### config.mk
export PLATFORM = sky130hd
export DESIGN_NAME = multicycle_control_fsm_flat
export DESIGN_NICKNAME = d
export VERILOG_FILES = /design/src/rtl/multicycle_control_fsm_if.sv /design/src/rtl/multicycle_control_fsm.sv /design/src/flat_wrapper.sv
export SDC_FILE = /design/constraint.sdc
export NUM_CORES = 1
export LEC_CHECK = 0
export ABC_AREA = 0
export BUFFER_PORTS_ARGS = -buffer_cell sky130_fd_sc_hd__buf_2
export CORE_MARGIN = 2
export CORE_UTILIZATION = 36
export CTS_BUF_LIST = sky130_fd_sc_hd__clkbuf_4 sky130_fd_sc_hd__clkbuf_8
export CTS_CLUSTER_SIZE = 16
export DETAILED_ROUTE_END_ITERATION = 7
export GPL_ROUTABILITY_DRIVEN = 0
export PLACE_DENSITY = 0.7
export SKIP_LAST_GASP = 1
export SYNTH_ARGS = -nofsm -noshare
export SYNTH_HDL_FRONTEND = slang
export SYNTH_SLANG_ARGS = --single-unit
### constraint.sdc
create_clock -name clk -period 1.9 [get_ports clk]
set_input_delay 0.38 -clock clk [delete_from_list [all_inputs] [get_ports clk]]
set_output_delay 0.38 -clock clk [all_outputs]
set_load 0.05 [all_outputs]
### src/rtl/multicycle_control_fsm_if.sv
// Control bundle between the multi-cycle control FSM (master) and the datapath/IR (slave).
// Opcode and status flags flow into the FSM; per-state enables and debug state flow out.
interface multicycle_control_fsm_if #(
   parameter int CNT_W = 32
);
   logic [6:0]       op;
   logic             zero;
   logic             mem_ready;
   logic             PCWrite;
   logic             AdrSrc;
   logic             IRWrite;
   logic             MemWrite;
   logic             RegWrite;
   logic [1:0]       ResultSrc;
   logic [1:0]       ALUSrcA;
   logic [1:0]       ALUSrcB;
   logic [1:0]       ALUOp;
   logic [2:0]       ImmSrc;
   logic             illegal;
   logic [3:0]       state_o;
   logic [CNT_W-1:0] instret;

   modport master (
      input  op, zero, mem_ready,
      output PCWrite, AdrSrc, IRWrite, MemWrite, RegWrite, ResultSrc,
             ALUSrcA, ALUSrcB, ALUOp, ImmSrc, illegal, state_o, instret
   );

   modport slave (
      output op, zero, mem_ready,
      input  PCWrite, AdrSrc, IRWrite, MemWrite, RegWrite, ResultSrc,
             ALUSrcA, ALUSrcB, ALUOp, ImmSrc, illegal, state_o, instret
   );
endinterface

### src/rtl/multicycle_control_fsm.sv
// RV32I multi-cycle control unit: walks each instruction through fetch/decode/execute/memory/
// writeback states, drives registered datapath enables and counts retired instructions.
module multicycle_control_fsm #(
   parameter int MEM_HANDSHAKE = 1,
   parameter int EXT_OPS       = 1,
   parameter int TRAP_ILLEGAL  = 1,
   parameter int CNT_W         = 32
) (
   input  logic                      clk,
   input  logic                      rst,
   multicycle_control_fsm_if.master  ctrl_io
);

   localparam logic [6:0] OP_LOAD  = 7'b0000011;
   localparam logic [6:0] OP_STORE = 7'b0100011;
   localparam logic [6:0] OP_RTYPE = 7'b0110011;
   localparam logic [6:0] OP_ITYPE = 7'b0010011;
   localparam logic [6:0] OP_BEQ   = 7'b1100011;
   localparam logic [6:0] OP_JAL   = 7'b1101111;
   localparam logic [6:0] OP_LUI   = 7'b0110111;
   localparam logic [6:0] OP_AUIPC = 7'b0010111;

   typedef enum logic [3:0] {
      FETCH    = 4'd0,
      DECODE   = 4'd1,
      MEMADR   = 4'd2,
      MEMREAD  = 4'd3,
      MEMWB    = 4'd4,
      MEMWRITE = 4'd5,
      EXECR    = 4'd6,
      EXECI    = 4'd7,
      ALUWB    = 4'd8,
      BEQ      = 4'd9,
      JAL      = 4'd10,
      LUI      = 4'd11,
      AUIPC    = 4'd12,
      ILLEGAL  = 4'd15
   } stateT;

   typedef struct packed {
      logic       adrSrc;
      logic       irWrite;
      logic       pcUpdate;
      logic       memWrite;
      logic       regWrite;
      logic       branch;
      logic       illegal;
      logic [1:0] resultSrc;
      logic [1:0] aluSrcA;
      logic [1:0] aluSrcB;
      logic [1:0] aluOp;
   } ctrlT;

   stateT            state_q, state_d;
   ctrlT             ctrl_q;
   logic [CNT_W-1:0] instret_q, instret_d;
   logic             memOk;
   logic             fetchGate;
   logic             retire;
   logic [2:0]       immSrc;

   // Moore enables for a state; registering them on the next state keeps outputs glitch-free.
   function automatic ctrlT decodeState(input stateT s);
      ctrlT c;
      c = '0;
      case (s)
         FETCH: begin
            c.irWrite   = 1'b1;
            c.pcUpdate  = 1'b1;
            c.aluSrcB   = 2'b10;
            c.resultSrc = 2'b10;
         end
         DECODE: begin
            c.aluSrcA = 2'b01;
            c.aluSrcB = 2'b01;
         end
         MEMADR: begin
            c.aluSrcA = 2'b10;
            c.aluSrcB = 2'b01;
         end
         MEMREAD:  c.adrSrc = 1'b1;
         MEMWB: begin
            c.resultSrc = 2'b01;
            c.regWrite  = 1'b1;
         end
         MEMWRITE: begin
            c.adrSrc   = 1'b1;
            c.memWrite = 1'b1;
         end
         EXECR: begin
            c.aluSrcA = 2'b10;
            c.aluOp   = 2'b10;
         end
         EXECI: begin
            c.aluSrcA = 2'b10;
            c.aluSrcB = 2'b01;
            c.aluOp   = 2'b10;
         end
         ALUWB:    c.regWrite = 1'b1;
         BEQ: begin
            c.aluSrcA = 2'b10;
            c.aluOp   = 2'b01;
            c.branch  = 1'b1;
         end
         JAL: begin
            c.aluSrcA  = 2'b01;
            c.aluSrcB  = 2'b10;
            c.pcUpdate = 1'b1;
         end
         LUI: begin
            c.aluSrcB = 2'b01;
            c.aluOp   = 2'b11;
         end
         AUIPC: begin
            c.aluSrcA = 2'b01;
            c.aluSrcB = 2'b01;
         end
         ILLEGAL:  c.illegal = 1'b1;
         default:  c = '0;
      endcase
      return c;
   endfunction

   assign memOk = (MEM_HANDSHAKE == 0) || ctrl_io.mem_ready;

   // Next-state sequencing; memory states stall until the access completes.
   always_comb begin
      state_d = state_q;
      case (state_q)
         FETCH:    if (memOk) state_d = DECODE;
         DECODE: begin
            case (ctrl_io.op)
               OP_LOAD, OP_STORE: state_d = MEMADR;
               OP_RTYPE:          state_d = EXECR;
               OP_ITYPE:          state_d = EXECI;
               OP_BEQ:            state_d = BEQ;
               OP_JAL:            state_d = JAL;
               OP_LUI: begin
                  if (EXT_OPS != 0) state_d = LUI;
                  else              state_d = ILLEGAL;
               end
               OP_AUIPC: begin
                  if (EXT_OPS != 0) state_d = AUIPC;
                  else              state_d = ILLEGAL;
               end
               default:           state_d = ILLEGAL;
            endcase
         end
         MEMADR: begin
            if (ctrl_io.op == OP_LOAD) state_d = MEMREAD;
            else                       state_d = MEMWRITE;
         end
         MEMREAD:  if (memOk) state_d = MEMWB;
         MEMWB:    state_d = FETCH;
         MEMWRITE: if (memOk) state_d = FETCH;
         EXECR:    state_d = ALUWB;
         EXECI:    state_d = ALUWB;
         ALUWB:    state_d = FETCH;
         BEQ:      state_d = FETCH;
         JAL:      state_d = ALUWB;
         LUI:      state_d = ALUWB;
         AUIPC:    state_d = ALUWB;
         ILLEGAL: begin
            if (TRAP_ILLEGAL != 0) state_d = ILLEGAL;
            else                   state_d = FETCH;
         end
         default:  state_d = FETCH;
      endcase
   end

   // Only completed instructions count; leaving ILLEGAL never does.
   always_comb begin
      retire    = (state_d == FETCH) &&
                  (state_q inside {MEMWB, MEMWRITE, ALUWB, BEQ});
      instret_d = retire ? instret_q + 1'b1 : instret_q;
   end

   // Immediate format follows the opcode directly so the extender is ready in DECODE.
   always_comb begin
      immSrc = 3'b000;
      case (ctrl_io.op)
         OP_STORE:        immSrc = 3'b001;
         OP_BEQ:          immSrc = 3'b010;
         OP_JAL:          immSrc = 3'b011;
         OP_LUI, OP_AUIPC: immSrc = 3'b100;
         default:         immSrc = 3'b000;
      endcase
   end

   // State, registered enables and retire counter; reset preloads the FETCH enables.
   always_ff @(posedge clk or posedge rst) begin
      if (rst) begin
         state_q   <= FETCH;
         ctrl_q    <= decodeState(FETCH);
         instret_q <= '0;
      end else begin
         state_q   <= state_d;
         ctrl_q    <= decodeState(state_d);
         instret_q <= instret_d;
      end
   end

   // IR load and PC increment in FETCH wait for the fetch to actually land.
   assign fetchGate = memOk || (state_q != FETCH);

   assign ctrl_io.PCWrite   = ~rst & ((ctrl_q.pcUpdate & fetchGate) |
                                      (ctrl_q.branch & ctrl_io.zero));
   assign ctrl_io.AdrSrc    = ~rst & ctrl_q.adrSrc;
   assign ctrl_io.IRWrite   = ~rst & ctrl_q.irWrite & fetchGate;
   assign ctrl_io.MemWrite  = ~rst & ctrl_q.memWrite;
   assign ctrl_io.RegWrite  = ~rst & ctrl_q.regWrite;
   assign ctrl_io.ResultSrc = rst ? 2'b00 : ctrl_q.resultSrc;
   assign ctrl_io.ALUSrcA   = rst ? 2'b00 : ctrl_q.aluSrcA;
   assign ctrl_io.ALUSrcB   = rst ? 2'b00 : ctrl_q.aluSrcB;
   assign ctrl_io.ALUOp     = rst ? 2'b00 : ctrl_q.aluOp;
   assign ctrl_io.ImmSrc    = rst ? 3'b000 : immSrc;
   assign ctrl_io.illegal   = ~rst & ctrl_q.illegal;
   assign ctrl_io.state_o   = state_q;
   assign ctrl_io.instret   = instret_q;

endmodule

### src/flat_wrapper.sv
// flat-port wrapper written by rule: the top's interface ports become plain ports
module multicycle_control_fsm_flat 
#(
   parameter int MEM_HANDSHAKE = 1,
   parameter int EXT_OPS       = 1,
   parameter int TRAP_ILLEGAL  = 1,
   parameter int CNT_W         = 32
)
  (clk, rst, ctrl_io_op, ctrl_io_zero, ctrl_io_mem_ready, ctrl_io_PCWrite, ctrl_io_AdrSrc, ctrl_io_IRWrite, ctrl_io_MemWrite, ctrl_io_RegWrite, ctrl_io_ResultSrc, ctrl_io_ALUSrcA, ctrl_io_ALUSrcB, ctrl_io_ALUOp, ctrl_io_ImmSrc, ctrl_io_illegal, ctrl_io_state_o, ctrl_io_instret);
  multicycle_control_fsm_if #(.CNT_W(CNT_W)) ctrl_io_i ();
  input  logic clk;
  input  logic rst;
  input wire logic [$bits(ctrl_io_i.op)-1:0] ctrl_io_op;
  input wire logic [$bits(ctrl_io_i.zero)-1:0] ctrl_io_zero;
  input wire logic [$bits(ctrl_io_i.mem_ready)-1:0] ctrl_io_mem_ready;
  output wire logic [$bits(ctrl_io_i.PCWrite)-1:0] ctrl_io_PCWrite;
  output wire logic [$bits(ctrl_io_i.AdrSrc)-1:0] ctrl_io_AdrSrc;
  output wire logic [$bits(ctrl_io_i.IRWrite)-1:0] ctrl_io_IRWrite;
  output wire logic [$bits(ctrl_io_i.MemWrite)-1:0] ctrl_io_MemWrite;
  output wire logic [$bits(ctrl_io_i.RegWrite)-1:0] ctrl_io_RegWrite;
  output wire logic [$bits(ctrl_io_i.ResultSrc)-1:0] ctrl_io_ResultSrc;
  output wire logic [$bits(ctrl_io_i.ALUSrcA)-1:0] ctrl_io_ALUSrcA;
  output wire logic [$bits(ctrl_io_i.ALUSrcB)-1:0] ctrl_io_ALUSrcB;
  output wire logic [$bits(ctrl_io_i.ALUOp)-1:0] ctrl_io_ALUOp;
  output wire logic [$bits(ctrl_io_i.ImmSrc)-1:0] ctrl_io_ImmSrc;
  output wire logic [$bits(ctrl_io_i.illegal)-1:0] ctrl_io_illegal;
  output wire logic [$bits(ctrl_io_i.state_o)-1:0] ctrl_io_state_o;
  output wire logic [$bits(ctrl_io_i.instret)-1:0] ctrl_io_instret;
  assign ctrl_io_i.op = ctrl_io_op;
  assign ctrl_io_i.zero = ctrl_io_zero;
  assign ctrl_io_i.mem_ready = ctrl_io_mem_ready;
  assign ctrl_io_PCWrite = ctrl_io_i.PCWrite;
  assign ctrl_io_AdrSrc = ctrl_io_i.AdrSrc;
  assign ctrl_io_IRWrite = ctrl_io_i.IRWrite;
  assign ctrl_io_MemWrite = ctrl_io_i.MemWrite;
  assign ctrl_io_RegWrite = ctrl_io_i.RegWrite;
  assign ctrl_io_ResultSrc = ctrl_io_i.ResultSrc;
  assign ctrl_io_ALUSrcA = ctrl_io_i.ALUSrcA;
  assign ctrl_io_ALUSrcB = ctrl_io_i.ALUSrcB;
  assign ctrl_io_ALUOp = ctrl_io_i.ALUOp;
  assign ctrl_io_ImmSrc = ctrl_io_i.ImmSrc;
  assign ctrl_io_illegal = ctrl_io_i.illegal;
  assign ctrl_io_state_o = ctrl_io_i.state_o;
  assign ctrl_io_instret = ctrl_io_i.instret;
  multicycle_control_fsm #(.MEM_HANDSHAKE(MEM_HANDSHAKE), .EXT_OPS(EXT_OPS), .TRAP_ILLEGAL(TRAP_ILLEGAL), .CNT_W(CNT_W)) u_core (.clk(clk), .rst(rst), .ctrl_io(ctrl_io_i));
endmodule
* Yosys cells after proc, flatten, opt, wreduce, memory -nomap -nowiden
Cells that the tools add are included.
** Cells by class
- Add/sub/neg operators :: 1
- Eq/ne operators :: 34
- Muxes and demuxes :: 23
- Bitwise operators :: 11
- Reduce and logical (&&, ||, !) cells :: 16
** Operators with widths (count)
- $pmux W4 S7 :: 2
- $eq A4 B4 Y1 const B :: 12
- $add A32 B1 Y32 const B :: 1
- $eq A4 B3 Y1 const B :: 8
- $eq A7 B6 Y1 const B :: 3
- $eq A4 B2 Y1 const B :: 4
- $eq A7 B5 Y1 const B :: 2
- $eq A7 B7 Y1 const B :: 2
- $mux W4 :: 3
- $pmux W2 S2 :: 3
- $pmux W3 S4 :: 1
- $reduce_or A2 Y1 :: 6
- $reduce_or A5 Y1 :: 2
- $and A1 B1 Y1 :: 9
- $eq A4 B1 Y1 const B :: 2
- $logic_not A4 Y1 :: 2
- $mux W2 :: 4
- $reduce_bool A4 Y1 :: 2
- $eq A7 B2 Y1 const B :: 1
- $mux W1 :: 7
- $mux W3 :: 2
- $pmux W2 S3 :: 1
- $reduce_or A4 Y1 :: 1
- $reduce_or A3 Y1 :: 1
- 4 further kinds :: 4
** Word-level totals
- Register bits after elaboration :: 51
- Bits of input ports :: 11
- Output and inout port bits :: 53
- Word-level logic and storage cells :: 98

* Logic depth before layout (Yosys ltp)
Gate-level depths: netlist (run 1).
- Word-level depth :: 7
- Gate-level depth with buffers :: 8
- Gate-level depth less buffers :: 7

* Worst setup path after synthesis (run 1)
No wires, ideal clock.
- Path kind :: input-to-output
- Start :: input ctrl_io_op[2]
- End :: output ctrl_io_ImmSrc[0]
- Arrival time :: 3379 ps
- Required time :: 1520 ps
- Setup slack :: -1859 ps
- Cell stages on the path :: 3
- Buffers on the path :: 1
- Cell sequence :: buf_2 > or3_4 > a2111oi_0
** Between the ends
- Cells in the longest elaborated chain, start to end :: 4
- Elaborated cells between the ends (all ways) :: 8
- Classes of those cells :: 5 x eq/ne; 2 x mux; 1 x reduce/logical
** RTL lines
- start: declaration :: RTL line flat_wrapper.sv:13 : input wire logic [$bits(ctrl_io_i.op)-1:0] ctrl_io_op;
- $eq A7 B6 Y1 or $eq A7 B5 Y1 (tied branches) :: RTL line multicycle_control_fsm.sv:181 : case (ctrl_io.op)
- $reduce_or A2 Y1 :: RTL line multicycle_control_fsm.sv:181
- $pmux W3 S4 (*) :: RTL line multicycle_control_fsm.sv:181
- $mux W3 (*) :: RTL line multicycle_control_fsm.sv:216 : assign ctrl_io.ImmSrc = rst ? 3'b000 : immSrc;
- end: declaration :: RTL line flat_wrapper.sv:25 : output wire logic [$bits(ctrl_io_i.ImmSrc)-1:0] ctrl_io_ImmSrc;
Every way passes the cells marked *; elsewhere a longest branch is shown, timed or not.

* Final worst setup path (run 1)
- Start :: input ctrl_io_op[2]
- End :: register u_core.ctrl_q[5] (netlist bit)
** Between the ends
- Cells in the longest elaborated chain, start to end :: 7
- Elaborated cells between the ends (all ways) :: 22
- Classes of those cells :: 15 x eq/ne; 4 x mux; 3 x reduce/logical
** RTL lines
- $eq A7 B6 Y1 or $eq A7 B2 Y1 (tied branches) :: RTL line multicycle_control_fsm.sv:132, multicycle_control_fsm.sv:150
- $reduce_or A2 Y1 :: RTL line multicycle_control_fsm.sv:132 : case (ctrl_io.op)
- $pmux W4 S7 :: RTL line multicycle_control_fsm.sv:132
- $pmux W4 S7 (*) :: RTL line multicycle_control_fsm.sv:129 : case (state_q)
- $eq A4 B3 Y1, or another cell as far along :: RTL line multicycle_control_fsm.sv:66 : case (s)
- $reduce_or A4 Y1 (no source line) or $reduce_or A3 Y1 (tied branches)
- $pmux W2 S2 (*) :: RTL line multicycle_control_fsm.sv:66
- end signal: assignment :: RTL line multicycle_control_fsm.sv:194 : ctrl_q <= decodeState(FETCH);
- end signal: assignment :: RTL line multicycle_control_fsm.sv:198 : ctrl_q <= decodeState(state_d);
- end: declaration :: RTL line multicycle_control_fsm.sv:55 : ctrlT ctrl_q;
Marked as above.
A chain may end at the register's enable or synchronous reset.

==> summary.txt, run 1 <==
CTS
  • Num CTS Buffers: 5
  • # clock sinks: 50
  • TritonCTS clock tree: done
  • Root Driver: clkbuf_8
  • H-tree depth: 2
  • Worst skew pair latency: 0.30 ns
  • CTS clk-pin slew, worst paths: 0.09 ns
  • Hold-fix buffer count after cts: 0
  • Clock Path Buffers: 2

Run status
  • Failing checks: setup timing
  • Status: finished, violations left

Min path
  • Worst hold path type: primary input to asynchronous set/reset pin

STA
  • Tcrit/Tclk final: 1.04
  • Final Max Tran Viols: 0
  • RSZ-0062 raised after global routing: yes
  • Final Hold Fails: 0
  • Skew final: 0.00502 ns
  • Max_slew headroom: 0.652
  • Peak Freq: roughly 510 MHz
  • Worst-margin pin slew: 0.514 ns
  • TNS Setup: -0.232 ns
  • Setup slack after layout: -0.0740 ns
  • Final-report setup violation count: 7
  • Fin crit period: 1.97 ns

Critical path
  • WP data required: 2.09 ns
  • Crit. path cell count: 8
  • CP max stage cell: or3_4
  • Cell Chain, Critical Path: buf_6, or3_4, o311ai_4, a41oi_2, a221oi_4, buf_6, nor2_4, mux2_4
  • R2r setup slk: -0.02 ns
  • R2r endpoint: u_core.ctrl_q[4]
  • Worst-path maximum fanout: 6
  • Buffers plus inverters on the worst setup path: 2
  • WS Path Type: primary input to flop
  • Worst Path Arrival: 2.17 ns
  • CP Capture Type: flop
  • Max incr delay on CP: ~0.4 ns
  • Reg2reg path depth: 8
  • Family with the most delay on the worst path: compound AO/OA/AOI/OAI gates
  • Worst setup SP type: primary input
  • FF-to-FF Start: u_core.ctrl_io.state_o[2]
  • Most Frequent Cell on Critical Path: buf_6

Pwr
  • Final Power: 0.00576 W
  • Sw frac: 0.437
  • Internal Power: ~0.0032 W
  • Leak pwr: 1.81 nW
  • Net switching power: 0.00252 W
  • VDD IR max: 1.14 mV
  • Sequential power share: 0.262
  • Combinational Power Share: 0.626
  • PD cells: 1460 mW/mm^2
  • Clock power frac: 0.112

GRT
  • First-pass GRT wire length: 10.6 mm
  • Initial antenna violation count: 0
  • GRT Util Overall: 0.171
  • Largest net degree at the start of global routing: 51
  • Vias in the first global route: ~2300
  • Gr ovfl total: 0

Synthesis
  • Ys async rst share: 1.00
  • Post-synth cell types: 49
  • Synthesized area: 0.00257 sq mm
  • Mapped Nets: around 270
  • Cell count after synthesis: 255
  • Yosys warns: 0
  • Post-synthesis register bit count: 50
  • Sequential fraction of the synthesis area: 0.488
  • Ys flop type: dfrtp_1
  • Syn Area/Cell: 10.1 sq um
  • Number of synthesized flops with an enable pin: 0

Routing
  • DRT iter0 DRCs: 86
  • Via-to-Cell Ratio: 4.96
  • Final ANT Viol Nets: 0
  • Via count: 2374
  • Drt first pass iters: 4
  • Final WL: 6.58 mm
  • DR WL/cell: 13.7 microns
  • Post-route DRC: 0

Die
  • Starting density of the core: 0.374
  • Die span in x: 88.5 microns
  • Ports: between 60 and 70
  • Core area: between 0.006 and 0.007 sq mm
  • FP Rows: 30
  • Die area: 0.00783 sq mm
  • Chip Height: a little under 90 microns

Cells and area
  • Sequential standard cell area: 0.00128 sq mm
  • Share of cells above drive strength 1: 0.530
  • P&R area growth vs syn: 53.8%
  • Most common cell after layout, fill and taps aside: buf_2
  • Filler cell count: 611
  • Most frequent cells in the layout: buf_2, buf_4, dfrtp_1
  • Non-Filler Instances: 479
  • ANT cells: 0
  • # nets final: about 400
  • Multi-input logic area: 0.00155 sq mm

Placement
  • Placed insts: 458
  • Hpwl dp: 4.70 mm
  • PortBufs: 63

Flow run
  • Max cap viols: 0
logic make-up (layout without fill, tap and decap cells):
| kind of cell | Yosys count | count (layout) | synth area share |
|---|---|---|---|
| compound gates | 27 | 27 | 0.0896 |
| xor+xnor | 34 | 34 | 0.116 |
| fa+ha+maj | 1 | 1 | 0.00487 |
| buf+inv | 16 | 144 | 0.0253 |
| flops | 50 | 50 | 0.488 |
| mux | 4 | 4 | 0.0161 |
| simple gates | 123 | 123 | 0.260 |
worst register-to-register path: stages, from the launching register on:
cell      delay, ns
dfrtp_2        0.47
nor3_4         0.20
buf_4          0.14
o311ai_4       0.12
a41oi_2        0.25
a221oi_4       0.10
buf_6          0.15
buf_4          0.14
a32o_1         0.25
flip-flops by register name (all words and copies together) (netlist names):
register / count
u_core.ctrl_io.instret: 32
u_core.ctrl_q: 14
u_core.ctrl_io.state_o: 4
stage by stage:
stage                     utilization  hold WS (ns)  instance area [sq um]  setup WS, ns
after floorplan                     -         0.576                   2790        -0.260
after global placement          0.519         0.458                   3560        -0.310
after detailed placement        0.519         0.470                   3560        -0.377
after CTS                       0.559         0.317                   3840       -0.0553
after global routing            0.575         0.339                   3950        -0.116
final                           0.575         0.295                   3950       -0.0740
synthesized netlist by cell type (all sizes together), types with 5 or more instances:
cell    instances  area, sq um
and2            5         31.3
buf             5         23.8
dfrtp          47         1180
inv             9         33.8
nand2          24         90.1
nand2b          5         31.3
nand3          12         60.1
nand4          10         62.6
nor2           16         62.6
nor2b          18          113
nor3           15         75.1
nor4            5         43.8
xnor2          25          219
xor2            9         78.8
power groups by stage:
stage	sequential [W]	combinational (W)	clock, W
after floorplan	0.00190	0.00156	0
after CTS	0.00152	0.00332	0.000675
after global placement	0.00152	0.00289	0
final	0.00151	0.00360	0.000647
after detailed placement	0.00152	0.00293	0
after global routing	0.00153	0.00387	0.000717
layout make-up:
type,count,share of cell area
Tap cell,96,0.0304
Multi-Input combinational cell,189,0.391
Clock inverter,1,0.00127
Clock buffer,7,0.0228
Timing Repair Buffer,127,0.222
Inverter,9,0.00981
Sequential cell,50,0.323
how the worst max path moves through the flow:
stage	startpoint	endpoint
3_5_place_dp	ctrl_io_op[6]	u_core.ctrl_q[2]
2_1_floorplan	ctrl_io_op[3]	u_core.ctrl_q[5]
4_1_cts	ctrl_io_op[2]	ctrl_io_ImmSrc[0]
6_report	ctrl_io_op[2]	u_core.ctrl_q[5]
3_3_place_gp	ctrl_io_op[6]	u_core.ctrl_q[5]
5_1_grt	u_core.ctrl_io.state_o[2]	u_core.ctrl_q[9]
metal layers:
metal	global-route usage	up-vias	wire length (microns)
li1	-	1137	-
met1	0.223	1159	2910
met2	0.294	70	3330
met3	0.0308	8	271
met4	0.0455	0	70
met5	0	-	0
what timing repair did:
action	CTS	global route
resized for setup	31	13
setup endpoints to repair	26	32
pin swaps	15	13
buffers inserted	7	7
Note: power is estimated with default switching activity, not from simulation.
==> run 2: changes to the inputs <==
CTS_BUF_LIST = unset   (was sky130_fd_sc_hd__clkbuf_4 sky130_fd_sc_hd__clkbuf_8)
==> run 2 against run 1 <==
Effect of this change: the flow still finishes with violations (setup timing); design area about the same; sequential power hardly changed; sequential share of layout area about the same; register-to-register slack about the same; worst hold slack better by 0.0017 ns; via count fell by 0.13%; largest power group unchanged; highest routed layer unchanged; critical path type unchanged; critical endpoint unchanged; count of clock-buffer cells in the layout unchanged.
==> summary.txt, run 2 (same netlist as run 1, synthesis figures left out) <==
Run status
  • Status: finished, violations left
  • Failing checks: setup timing

CTS
  • Num CTS Buffers: 5
  • TritonCTS clock tree: done
  • Clock Path Buffers: 2
  • CTS clk-pin slew, worst paths: 0.09 ns
  • H-tree depth: 2
  • Root Driver: clkbuf_8
  • Worst skew pair latency: 0.30 ns
  • # clock sinks: 50

Routing
  • Drt first pass iters: 4
  • DRT iter0 DRCs: 87
  • Via-to-Cell Ratio: between 4 and 5
  • Final WL: 6.58 mm
  • Post-route DRC: 0
  • Via count: 2371
  • DR WL/cell: 13.7 microns
  • Final ANT Viol Nets: 0

Critical path
  • FF-to-FF Start: u_core.ctrl_io.state_o[2]
  • R2r setup slk: -0.02 ns
  • Reg2reg path depth: 8
  • Worst-path maximum fanout: 6
  • Worst setup SP type: primary input
  • WS Path Type: primary input to flop
  • Worst Path Arrival: 2.17 ns
  • CP Capture Type: flop
  • R2r endpoint: u_core.ctrl_q[4]
  • WP data required: roughly 2.1 ns

Cells and area
  • Max reg flops: 32
  • Share of cells above drive strength 1: 0.527
  • Sequential standard cell area: approximately 0.0013 sq mm
  • P&R area growth vs syn: 53.7%
  • ANT cells: 0
  • # nets final: 394
  • Multi-input logic area: 0.00155 sq mm
  • Non-Filler Cell Area, Final: around 0.0039 sq mm
  • Filler cell count: about 600
  • Most frequent cells in the layout: buf_2, buf_4, dfrtp_1
  • Most common cell after layout, fill and taps aside: buf_2

Pwr
  • Sequential power share: 0.263
  • Net switching power: 0.00251 W
  • Sw frac: 0.438
  • Leak pwr: roughly 1.8 nW
  • Clock power frac: 0.110
  • PD cells: 1450 mW/mm^2
  • Combinational Power Share: 0.628
  • Internal Power: 0.00323 W
  • VDD IR max: 1.14 mV

Placement
  • Hpwl dp: 4.70 mm
  • Post-DP Area: 0.00356 sq mm
  • PortBufs: between 60 and 70

STA
  • Tcrit/Tclk final: 1.04
  • Skew final: 0.00489 ns
  • Final Max Tran Viols: 0
  • RSZ-0062 raised after global routing: yes
  • Setup slack after layout: -0.0742 ns
  • Final-report setup violation count: 7
  • Peak Freq: 507 MHz
  • Max_slew headroom: 0.647
  • Worst-margin pin slew: between 0.5 and 0.6 ns
  • Final Hold Fails: 0
  • Final hold slack: a little under 0.3 ns
  • Fin crit period: 1.97 ns

Die
  • Die area: 0.00783 sq mm
  • Die span in x: 88.5 microns
  • Core area: a little under 0.007 sq mm
  • Chip Height: 88.5 microns
  • Starting density of the core: 0.374
  • FP Rows: 30
  • Ports: 64

Min path
  • Worst hold path type: primary input to asynchronous set/reset pin

GRT
  • Initial antenna violation count: 0
  • Vias in the first global route: 2297
  • Gr ovfl total: 0
  • Largest net degree at the start of global routing: 51
  • GRT Util Overall: 0.171
  • First-pass GRT wire length: 10.6 mm

Flow run
  • Max cap viols: 0
==> run 2: cell types whose count changed in the layout (fill, tap and decap cells not counted) <==
cell | before | now
clkbuf_1 | 0 | 1
clkbuf_4 | 1 | 0
==> run 2: final cells by class <==
class / count / share of cell area
Timing Repair Buffer: 127 / 0.222
Multi-Input combinational cell: 189 / 0.391
Sequential cell: 50 / 0.324
Tap cell: 96 / 0.0304
Clock inverter: 1 / 0.00127
Clock buffer: 7 / 0.0219
Inverter: 9 / 0.00982
==> run 2: per-layer routing <==
metal / part of all wire / GRT usage / wire length, microns
met2: 0.51 / 0.294 / 3320
met5: 0 / 0 / 0
met4: 0.011 / 0.0455 / 70
met1: 0.44 / 0.222 / 2920
met3: 0.039 / 0.0308 / 259
==> run 2: timing repair <==
item                       4_1_cts  5_1_grt
hold buffers                     0        0
setup endpoints to repair       26       32
pin swaps                       15       13
setup buffers                    7        7
gates resized for setup         31       13
==> run 2: power groups by stage <==
| stage | registers [W] | logic [W] | clock network, W |
|---|---|---|---|
| after global routing | 0.00153 | 0.00387 | 0.000701 |
| after floorplan | 0.00190 | 0.00156 | 0 |
| after detailed placement | 0.00152 | 0.00293 | 0 |
| after global placement | 0.00152 | 0.00289 | 0 |
| final | 0.00151 | 0.00360 | 0.000631 |
| after CTS | 0.00152 | 0.00332 | 0.000659 |
==> run 2: stage by stage <==
step / setup WS, ns / util / power, W / cells / TNS (ns)
global placement: -0.310 / 0.519 / 0.00440 / 458 / -3.80
floorplan: -0.260 / - / 0.00346 / 255 / -2.88
global route: -0.116 / 0.575 / 0.00610 / 479 / -1.69
CTS: -0.0553 / 0.559 / 0.00549 / 472 / -0.0930
finish: -0.0742 / 0.575 / 0.00574 / 479 / -0.232
detailed placement: -0.377 / 0.519 / 0.00446 / 458 / -4.78
==> run 2: worst max-delay path, stage by stage <==
cell	delay [ns]
buf_6	0.09
or3_4	0.41
o311ai_4	0.34
a41oi_2	0.10
a221oi_4	0.33
buf_6	0.19
nor2_4	0.04
mux2_4	0.29
==> run 2: how the worst max path moves through the flow <==
stage | end | cells past startpoint | startpoint
6_report | u_core.ctrl_q[5] | 8 | ctrl_io_op[2]
5_1_grt | u_core.ctrl_q[9] | 8 | u_core.ctrl_io.state_o[2]
4_1_cts | ctrl_io_ImmSrc[0] | 5 | ctrl_io_op[2]
3_5_place_dp | u_core.ctrl_q[2] | 8 | ctrl_io_op[6]
3_3_place_gp | u_core.ctrl_q[5] | 7 | ctrl_io_op[6]
2_1_floorplan | u_core.ctrl_q[5] | 7 | ctrl_io_op[3]
==> run 3: changes to the inputs <==
MAX_ROUTING_LAYER = met4   (was unset)
SLEW_MARGIN = 20   (was unset)
==> run 3 against run 2 <==
Effect of this change: the run still ends with setup timing left; via count fell by 0.21%; clock skew barely moved; flip-flop and latch count did not move; critical path depth did not move; largest power group unchanged.
==> summary.txt, run 3 (same netlist as run 1, synthesis figures left out) <==
Run status
  • Status: finished, violations left
  • Failing checks: setup timing

STA
  • Final Hold Fails: 0
  • Final-report setup violation count: 7
  • RSZ-0062 raised after global routing: yes
  • Skew final: 0.00450 ns
  • Tcrit/Tclk final: 1.04
  • Final hold slack: just under 0.3 ns
  • Peak Freq: 506 MHz
  • Worst-margin pin slew: ~0.52 ns
  • Setup slack after layout: -0.0744 ns
  • Final Max Tran Viols: 0
  • Fin crit period: 1.97 ns
  • Max_slew headroom: 0.645

CTS
  • Clock Path Buffers: 2
  • TritonCTS clock tree: done
  • Worst skew pair latency: ~0.30 ns
  • H-tree depth: 2
  • CTS clk-pin slew, worst paths: 0.09 ns
  • # clock sinks: 50
  • Root Driver: clkbuf_8
  • Num CTS Buffers: 5

Cells and area
  • P&R area growth vs syn: 53.7%
  • Filler cell count: just over 600
  • Share of cells above drive strength 1: 0.527
  • Most frequent cells in the layout: buf_2, buf_4, dfrtp_1
  • Sequential standard cell area: 0.00128 sq mm
  • Max reg flops: 32
  • Most common cell after layout, fill and taps aside: buf_2
  • Final core utilization: 0.575
  • ANT cells: 0
  • # nets final: 394
  • Multi-input logic area: 0.00155 sq mm

GRT
  • Largest net degree at the start of global routing: 51
  • Initial antenna violation count: 0
  • First-pass GRT wire length: 10.6 mm
  • GRT Util Overall: 0.176
  • Vias in the first global route: 2292
  • Gr ovfl total: 0

Routing
  • Final WL: 6.57 mm
  • Via count: 2366
  • DRT iter0 DRCs: 93
  • DR WL/cell: 13.7 microns
  • Final ANT Viol Nets: 0
  • Drt first pass iters: 4
  • Via-to-Cell Ratio: ~5
  • Post-route DRC: 0

Die
  • Core area: between 0.006 and 0.007 sq mm
  • Chip Height: 88.5 microns
  • Die area: 0.00783 sq mm
  • FP Rows: 30
  • Ports: 64
  • Starting density of the core: 0.374
  • Die span in x: 88.5 microns

Critical path
  • CP max stage cell: or3_4
  • CP Capture Type: flop
  • R2r endpoint: u_core.ctrl_q[4]
  • Family with the most delay on the worst path: compound AO/OA/AOI/OAI gates
  • Buffers plus inverters on the worst setup path: 2
  • WP data required: 2.09 ns
  • Most Frequent Cell on Critical Path: buf_6
  • Worst Path Arrival: 2.16 ns
  • FF-to-FF Start: u_core.ctrl_io.state_o[2]
  • Cell Chain, Critical Path: buf_6, or3_4, o311ai_4, a41oi_2, a221oi_4, buf_6, nor2_4, mux2_4
  • Max incr delay on CP: roughly 0.41 ns
  • WS Path Type: primary input to flop
  • Worst setup SP type: primary input
  • Reg2reg path depth: 8
  • Worst-path maximum fanout: 6
  • R2r setup slk: -0.02 ns

Placement
  • PortBufs: 63
  • Hpwl dp: 4.70 mm

Min path
  • Worst hold path type: primary input to asynchronous set/reset pin

Pwr
  • PD cells: 1450 mW/mm^2
  • Final Power: ~0.0057 W
  • Leak pwr: 1.81 nW
  • VDD IR max: around 1.1 mV

Flow run
  • Max cap viols: 0
==> run 3: cell counts in the layout (fill, tap and decap cells not counted) <==
Identical to the previous run, type by type.
==> run 3: what timing repair did <==
item / CTS / global route
pin swaps: 15 / 13
endpoints found under the setup margin: 26 / 32
gates cloned: 0 / 0
buffers inserted: 7 / 7
hold buffers: 0 / 0
resized for setup: 31 / 13
==> run 3: worst max path at each step <==
| stage | startpoint | end | cells past startpoint |
|---|---|---|---|
| 2_1_floorplan | ctrl_io_op[3] | u_core.ctrl_q[5] | 7 |
| 6_report | ctrl_io_op[2] | u_core.ctrl_q[5] | 8 |
| 3_3_place_gp | ctrl_io_op[6] | u_core.ctrl_q[5] | 7 |
| 3_5_place_dp | ctrl_io_op[6] | u_core.ctrl_q[2] | 8 |
| 4_1_cts | ctrl_io_op[2] | ctrl_io_ImmSrc[0] | 5 |
| 5_1_grt | u_core.ctrl_io.state_o[2] | u_core.ctrl_q[9] | 8 |
==> run 3: per-layer routing <==
metal / global-route usage / share of wire / wire (microns)
met1: 0.224 / 0.44 / 2900
met2: 0.293 / 0.51 / 3350
met5: - / 0 / 0
met3: 0.0308 / 0.038 / 252
met4: 0.0455 / 0.011 / 70
==> run 3: cell type report <==
type                       count  area share
multi-input combinational    189       0.391
clock inverter                 1     0.00127
sequential                    50       0.324
timing repair buffer         127       0.222
clock buffer                   7      0.0219
tap                           96      0.0304
inverter                       9     0.00982
==> run 3: power breakdown <==
group          internal [W]  leakage, nW  switching [W]
clock              0.000294       0.0482       0.000336
sequential          0.00133        0.616       0.000174
combinational       0.00160         1.14        0.00200
==> run 3: metrics by stage <==
step | worst slack [ns] | area, sq um | std cells | setup TNS, ns
global placement | -0.310 | 3560 | 458 | -3.80
finish | -0.0744 | 3950 | 479 | -0.225
global route | -0.116 | 3950 | 479 | -1.67
detailed placement | -0.377 | 3560 | 458 | -4.78
floorplan | -0.260 | 2790 | 255 | -2.88
CTS | -0.0553 | 3840 | 472 | -0.0930
==> run 3: worst register-to-register path, stage by stage, from the launching register on <==
cell and delay, ns:
dfrtp_2 0.47, nor3_4 0.20, buf_4 0.14, o311ai_4 0.12, a41oi_2 0.25, a221oi_4 0.10, buf_6 0.15, buf_4 0.14
a32o_1 0.25
